--- src/rtl/ibex_pkg.sv ---
// rtl/ibex_pkg.sv - shared fetch entry type for the fetch queue
//
// Purpose: defines fetch_entry_t, the fully decoded fetch entry carried from
// the fetch side to ID, plus its width and a helper for the sequential PC.
// Ports: none (package).

package ibex_pkg;

   typedef struct packed {
      logic [31:0] instr;
      logic [15:0] instr_c;
      logic [31:0] pc;
      logic        is_compressed;
      logic        illegal_c;
      logic        err;
      logic        err_plus2;
      logic        bp_taken;
      logic        dummy;
   } fetch_entry_t;

   localparam int unsigned FETCH_ENTRY_W = $bits(fetch_entry_t);

   // A compressed entry that faulted is treated as a full-width fetch slot,
   // so only a clean compressed entry advances the PC by 2.
   function automatic logic [31:0] fetch_next_pc(input fetch_entry_t e);
      return e.pc + ((e.is_compressed & ~e.err) ? 32'd2 : 32'd4);
   endfunction

endpackage

--- src/rtl/ibex_fetch_queue_pc_check.sv ---
// rtl/ibex_fetch_queue_pc_check.sv - sequential-PC integrity check on the queue head
//
// Purpose: remembers the PC that should follow the last popped entry and
// flags a head entry whose PC breaks the sequence. Only instantiated when
// IBEX_FETCH_QUEUE_PC_CHECK_EN is defined.
// Ports:
//   clk_i, rst_ni   clock, asynchronous active-low reset
//   flush_i         PC redirect; the sequence is no longer known
//   pop_i           head entry is consumed this cycle (flush already excluded)
//   out_valid_i     head entry is valid
//   head_i          current head entry (also the popped entry on pop_i)
//   alert_o         head PC differs from the expected sequential PC

module ibex_fetch_queue_pc_check
   import ibex_pkg::*;
(
   input  logic         clk_i,
   input  logic         rst_ni,
   input  logic         flush_i,
   input  logic         pop_i,
   input  logic         out_valid_i,
   input  fetch_entry_t head_i,
   output logic         alert_o
);

   logic [31:0] expected_pc_q;
   logic        seq_q;

   always_ff @(posedge clk_i or negedge rst_ni) begin
      if (!rst_ni) begin
         expected_pc_q <= '0;
         seq_q         <= 1'b0;
      end else if (flush_i) begin
         seq_q <= 1'b0;
      end else if (pop_i) begin
         expected_pc_q <= fetch_next_pc(head_i);
         // A predicted-taken entry ends the sequential run; a dummy entry
         // neither starts nor ends one.
         if (head_i.bp_taken) begin
            seq_q <= 1'b0;
         end else if (!head_i.dummy) begin
            seq_q <= 1'b1;
         end
      end
   end

   assign alert_o = out_valid_i & seq_q & ~head_i.dummy & (head_i.pc != expected_pc_q);

endmodule

--- src/rtl/ibex_fetch_queue.sv ---
// rtl/ibex_fetch_queue.sv - Depth-entry FIFO of decoded fetch entries between IF and ID
//
// Purpose: circular buffer with valid/ready on both sides, single-cycle
// flush, optional fall-through when empty, optional sequential-PC check
// (enabled by defining IBEX_FETCH_QUEUE_PC_CHECK_EN).
// Parameters:
//   Depth        number of entries (>= 1)
//   FallThrough  empty queue presents in_entry_i combinationally
// Ports:
//   clk_i, rst_ni          clock, asynchronous active-low reset
//   flush_i                PC redirect, discards all entries
//   in_valid_i/in_ready_o  fetch-side handshake, in_entry_i entry
//   out_valid_o/out_ready_i ID-side handshake, out_entry_o head entry
//   out_new_o              high the cycle after a pop
//   count_o                occupancy
//   pc_mismatch_alert_o    sequential-PC violation (0 when check disabled)

module ibex_fetch_queue
   import ibex_pkg::*;
#(
   parameter int unsigned Depth       = 2,
   parameter bit          FallThrough = 1'b0
) (
   input  logic                       clk_i,
   input  logic                       rst_ni,
   input  logic                       flush_i,
   input  logic                       in_valid_i,
   output logic                       in_ready_o,
   input  fetch_entry_t               in_entry_i,
   output logic                       out_valid_o,
   input  logic                       out_ready_i,
   output fetch_entry_t               out_entry_o,
   output logic                       out_new_o,
   output logic [$clog2(Depth+1)-1:0] count_o,
   output logic                       pc_mismatch_alert_o
);

   localparam int unsigned PtrW = (Depth > 1) ? $clog2(Depth) : 1;
   localparam int unsigned CntW = $clog2(Depth + 1);
   localparam logic [PtrW-1:0] LastPtr  = PtrW'(Depth - 1);
   localparam logic [CntW-1:0] DepthCnt = CntW'(Depth);

   fetch_entry_t    mem_q [Depth];
   logic [PtrW-1:0] wptr_q, rptr_q;
   logic [CntW-1:0] count_q;
   logic            out_new_q;

   logic empty, full, fall_through;
   logic push, pop, bypass, wr_en, rd_en;

   // Wrap explicitly so non-power-of-two depths work.
   function automatic logic [PtrW-1:0] ptr_inc(input logic [PtrW-1:0] p);
      return (p == LastPtr) ? '0 : p + 1'b1;
   endfunction

   assign empty = (count_q == '0);
   assign full  = (count_q == DepthCnt);

   // Ready depends on occupancy only: no path from out_ready_i.
   assign in_ready_o = ~full;

   assign fall_through = FallThrough & empty & in_valid_i & ~flush_i;

   assign out_valid_o = ~empty | fall_through;
   assign out_entry_o = fall_through ? in_entry_i : mem_q[rptr_q];

   assign push = in_valid_i & in_ready_o & ~flush_i;
   assign pop  = out_valid_o & out_ready_i & ~flush_i;

   // An entry that falls through and is consumed at once never touches storage.
   assign bypass = fall_through & pop;
   assign wr_en  = push & ~bypass;
   assign rd_en  = pop & ~bypass;

   always_ff @(posedge clk_i or negedge rst_ni) begin
      if (!rst_ni) begin
         wptr_q    <= '0;
         rptr_q    <= '0;
         count_q   <= '0;
         out_new_q <= 1'b0;
      end else begin
         out_new_q <= pop;
         if (flush_i) begin
            wptr_q  <= '0;
            rptr_q  <= '0;
            count_q <= '0;
         end else begin
            if (wr_en) begin
               wptr_q <= ptr_inc(wptr_q);
            end
            if (rd_en) begin
               rptr_q <= ptr_inc(rptr_q);
            end
            if (wr_en & ~rd_en) begin
               count_q <= count_q + 1'b1;
            end else if (rd_en & ~wr_en) begin
               count_q <= count_q - 1'b1;
            end
         end
      end
   end

   always_ff @(posedge clk_i or negedge rst_ni) begin
      if (!rst_ni) begin
         for (int i = 0; i < int'(Depth); i++) begin
            mem_q[i] <= '0;
         end
      end else if (wr_en) begin
         mem_q[wptr_q] <= in_entry_i;
      end
   end

   assign out_new_o = out_new_q;
   assign count_o   = count_q;

`ifdef IBEX_FETCH_QUEUE_PC_CHECK_EN
   ibex_fetch_queue_pc_check u_pc_check (
      .clk_i       (clk_i),
      .rst_ni      (rst_ni),
      .flush_i     (flush_i),
      .pop_i       (pop),
      .out_valid_i (out_valid_o),
      .head_i      (out_entry_o),
      .alert_o     (pc_mismatch_alert_o)
   );
`else
   assign pc_mismatch_alert_o = 1'b0;
`endif

endmodule

--- config.mk ---
export PLATFORM = sky130hd
export DESIGN_NAME = ibex_fetch_queue
export DESIGN_NICKNAME = d
export VERILOG_FILES = /design/src/rtl/ibex_pkg.sv /design/src/rtl/ibex_fetch_queue_pc_check.sv /design/src/rtl/ibex_fetch_queue.sv
export SDC_FILE = /design/constraint.sdc
export NUM_CORES = 1
export LEC_CHECK = 0
export CAP_MARGIN = 5
export CORE_ASPECT_RATIO = 0.75
export CORE_UTILIZATION = 45
export DETAILED_ROUTE_END_ITERATION = 10
export PLACE_DENSITY = 0.84
export SETUP_SLACK_MARGIN = 0.15
export SYNTH_ARGS = -nofsm -noshare
export SYNTH_HDL_FRONTEND = slang
export SYNTH_SLANG_ARGS = --single-unit
--- constraint.sdc ---
create_clock -name clk_i -period 1.73 [get_ports clk_i]
set_input_delay 0.173 -clock clk_i [delete_from_list [all_inputs] [get_ports clk_i]]
set_output_delay 0.173 -clock clk_i [all_outputs]
set_load 0.005 [all_outputs]
==> results.py <==
metrics = {
    "critical_path": {
        "worstRegToRegCells": 7,
        "critical_path.max_fanout": 6,
        "buffering_stage_count_on_the_worst_path_with_inverters_included": 4,
        "worst_setup_path_end_kind": "output pin",
        "cp_data_arrival_time_ps": 1790,
        "cp_common_cell": "sky130_fd_sc_hd__buf_6",
        "critPathSlowestCell": "sky130_fd_sc_hd__dfrtp_4",
        "cp_cell_sequence": "buf_6, buf_12, buf_16, mux2_4, buf_6",
        "cp_num_cells": 5,
        "worst_path_required_ps": 1560,
        "worst_setup_path_start_kind": "flop",
        "max_stage_delay_ps": 530,
        "critPathTopFamily": "buffers and inverters",
        "path_class": "reg2out",
    },
    "detailed_routing": {
        "vias": 5121,
        "routedWlPerCell_um": 22.8,
        "antenna_nets_post_route": 0,
        "drt-initial-drc-count": 170,
        "vias_per_cell": 5.28,
        "detailed_route_drc_error_count": 11,
        "drt-pass1-iter-count": 7,
        "wl_mm": 22.1,
    },
    "synth": {
        "ys_seq_area_share_pct": 57.9,
        "netlist_area_sq_um": 7640,
        "synth_xor_xnor_area_share_pct": 0.115,
        "synth_top_cell_by_area": "sky130_fd_sc_hd__dfrtp_1",
        "synth_cell_type_count": 24,
        "synth.avg_cell_area_sq_um": 15.7,
        "synth_seq_cells": 177,
        "synthesis.yosys.warnings": 0,
        "post_synth_inst_count": 487,
        "yosys-mux-area-fraction_pct": 38.1,
        "synth_compound_gate_area_share_pct": 0.589,
        "synth_area_leaders": "sky130_fd_sc_hd__dfrtp_1 (58%), sky130_fd_sc_hd__mux2_2 (32%), sky130_fd_sc_hd__mux2_1 (5.9%), sky130_fd_sc_hd__buf_4 (1.1%), sky130_fd_sc_hd__buf_2 (0.72%)",
        "mappedNetlistNets": 578,
        "main_combinational_cell_family_by_area_after_synthesis": "multiplexers",
        "synth_simple_gate_area_share_pct": 0.933,
        "synth_top_area_share_pct": 57.9,
        "synth_fa_ha_area_share_pct": 0,
    },
    "timing": {
        "max_freq_mhz": 511,
        "min_period_over_period_pct": 113,
        "maxSlewViolCount": 0,
        "hold_viol": 0,
        "skew_ps": 8.82,
        "finalWorstSetupSlack_ps": -229,
        "unrepaired_setup_endpoints_after_global_routing": "yes",
        "setup_viol": 183,
        "timing.final.crit_period_ps": 1960,
    },
    "grt": {
        "number_of_global_route_vias_before_repair": 5603,
        "overflow": 0,
        "grt_first_pass_wirelength_mm": 32.5,
        "grt_start_max_net_pins": 50,
        "initial_antenna_violation_count": 0,
        "gr-usage-all-layers_pct": 24.4,
    },
    "clock_network": {
        "cts.path.max_buffers": 2,
        "worst_skew_pair.late_latency_ps": 420,
        "clockRootBuffer": "sky130_fd_sc_hd__clkbuf_16",
        "cts_tree": "built",
        "clk_pin_slew_ps": 60,
        "cts-buffers-inserted": 17,
        "cts_max_level": 4,
        "clock-sinks": 177,
    },
    "floorplanning": {
        "initial_core_util_pct": 46.9,
        "die_height_um": 115,
        "placement_rows": 40,
        "ioPinCount": 183,
        "coreArea_sq_um": 16300,
        "die-area_sq_um": 17500,
        "die_x_um": 153,
    },
    "hold_path": {
        "timing.hold.worst.class": "in2async",
    },
    "placed_design": {
        "detailed_place.area_sq_um": 9950,
        "dp_hpwl_mm": 11.5,
        "gp_congestion": 0.763,
        "port_buffers": 181,
        "placedCellCount": 879,
    },
    "final_layout": {
        "fillers": 937,
        "most_used_cells_in_the_layout_excluding_fill_and_tap_cells": "sky130_fd_sc_hd__mux2_4 (184), sky130_fd_sc_hd__dfrtp_1 (176), sky130_fd_sc_hd__clkdlybuf4s50_1 (90)",
        "area_delta_synth_final_pct": 60.9,
        "final_layout_size_suffix_gt1_share_pct": 62.0,
        "stdcell_count": 970,
        "net_count_reported_at_finish": 838,
        "layout.cells.most_common": "sky130_fd_sc_hd__mux2_4",
        "layout.cell_area.non_filler_sq_um": 12300,
        "num_antenna_cells": 0,
    },
    "outcome": {
        "failed_checks": "design-rule violations, negative setup slack",
        "run_status": "finished with violations",
    },
    "power": {
        "total_leakage_power_nw": 5.85,
        "power.density_nw_per_um2": 1150,
        "vdd_ir_drop_max_uv": 841,
    },
    "run": {
        "maxCapViolCount": 0,
    },
}
==> cells in the mapped netlist (all sizes together) <==
master  instances
dfrtp         177
nand4b          1
mux2i           1
nor3b           1
xor2            1
nor2            2
nand3b          1
buf            25
nor4            1
conb            1
inv             2
or2             2
o211ai          1
a21o            1
mux2          258
o21ai           2
a21oi           4
nor2b           1
clkbuf          4
or3             1
==> per-layer routing <==
layer / global-route usage, % / up-vias / part of all wire (%)
met3: 7.12 / 27 / 5.9
met1: 30.4 / 2674 / 43
met2: 42.4 / 149 / 50
met5: 0 / - / 0
met4: 5.25 / 0 / 1.3
li1: - / 2271 / -
==> logic make-up after synthesis <==
logic type             Yosys count
buffers and inverters           31
other                            1
multiplexers                   259
AND/OR/NAND/NOR                 10
flip-flops                     177
AO/OA/AOI/OAI                    8
XOR/XNOR                         1
==> path summary, 6_finish.rpt <==
kind	endpoint	start	slack, ps
worst max-delay path	out_entry_o[40]	rptr_q	-230
worst min-delay path	mem_q[116]	rst_ni	270
worst max register to register	mem_q[109]	count_o[1]	-150
worst min register to register	mem_q[121]	mem_q[121]	510
max in group asynchronous	mem_q[170]	rst_ni	820
min in group clk_i	mem_q[61]	in_entry_i[61]	400
==> worst register-to-register path: stages, from the launching register on <==
cell                        delay [ps]
sky130_fd_sc_hd__dfrtp_1           400
sky130_fd_sc_hd__nor2b_4           140
sky130_fd_sc_hd__buf_6             120
sky130_fd_sc_hd__nor4_4            310
sky130_fd_sc_hd__buf_6             230
sky130_fd_sc_hd__buf_12            130
sky130_fd_sc_hd__clkbuf_16         140
sky130_fd_sc_hd__mux2_4            300
==> where the power goes <==
part | internal [W] | switching, W
registers | 0.00516 | 0.000624
clock network | 0.00236 | 0.00163
logic | 0.00306 | 0.00138
total | 0.0106 | 0.00363
==> area by class of cell <==
class	count	area (sq um)	area share (%)
Tap cell	210	263	2.14
Inverter	2	7.51	0.0610
Multi-Input combinational cell	279	3750	30.5
Timing Repair Buffer	270	3240	26.3
Clock buffer	20	457	3.71
Sequential cell	177	4430	36.0
Clock inverter	12	155	1.26
==> sequential cells by signal (all words and copies together), names as in the netlist <==
signal / flops
mem_q: 172
count_o: 2
out_new_o: 1
rptr_q: 1
wptr_q: 1
==> timing repair <==
action / in CTS / in global routing
gates resized for setup: 536 / 108
hold buffers: 1 / 0
gates cloned: 18 / 4
pin swaps: 0 / 2
endpoints found under the setup margin: 173 / 257
hold endpoints to repair: 44 / 0
setup buffers: 26 / 10
==> per-stage QoR <==
step	worst slack (ps)	power [W]	util [%]	hold WS, ps	setup TNS, ps
floorplan	135	0.00721	-	-123	0
global placement	-246	0.00886	61.0	144	-20070
detailed placement	-299	0.00907	61.0	152	-25830
CTS	-244	0.0137	71.6	273	-13950
global route	-272	0.0148	75.4	283	-30160
finish	-229	0.0142	75.4	268	-18900
No activity file was read; power rests on OpenSTA's default activity.
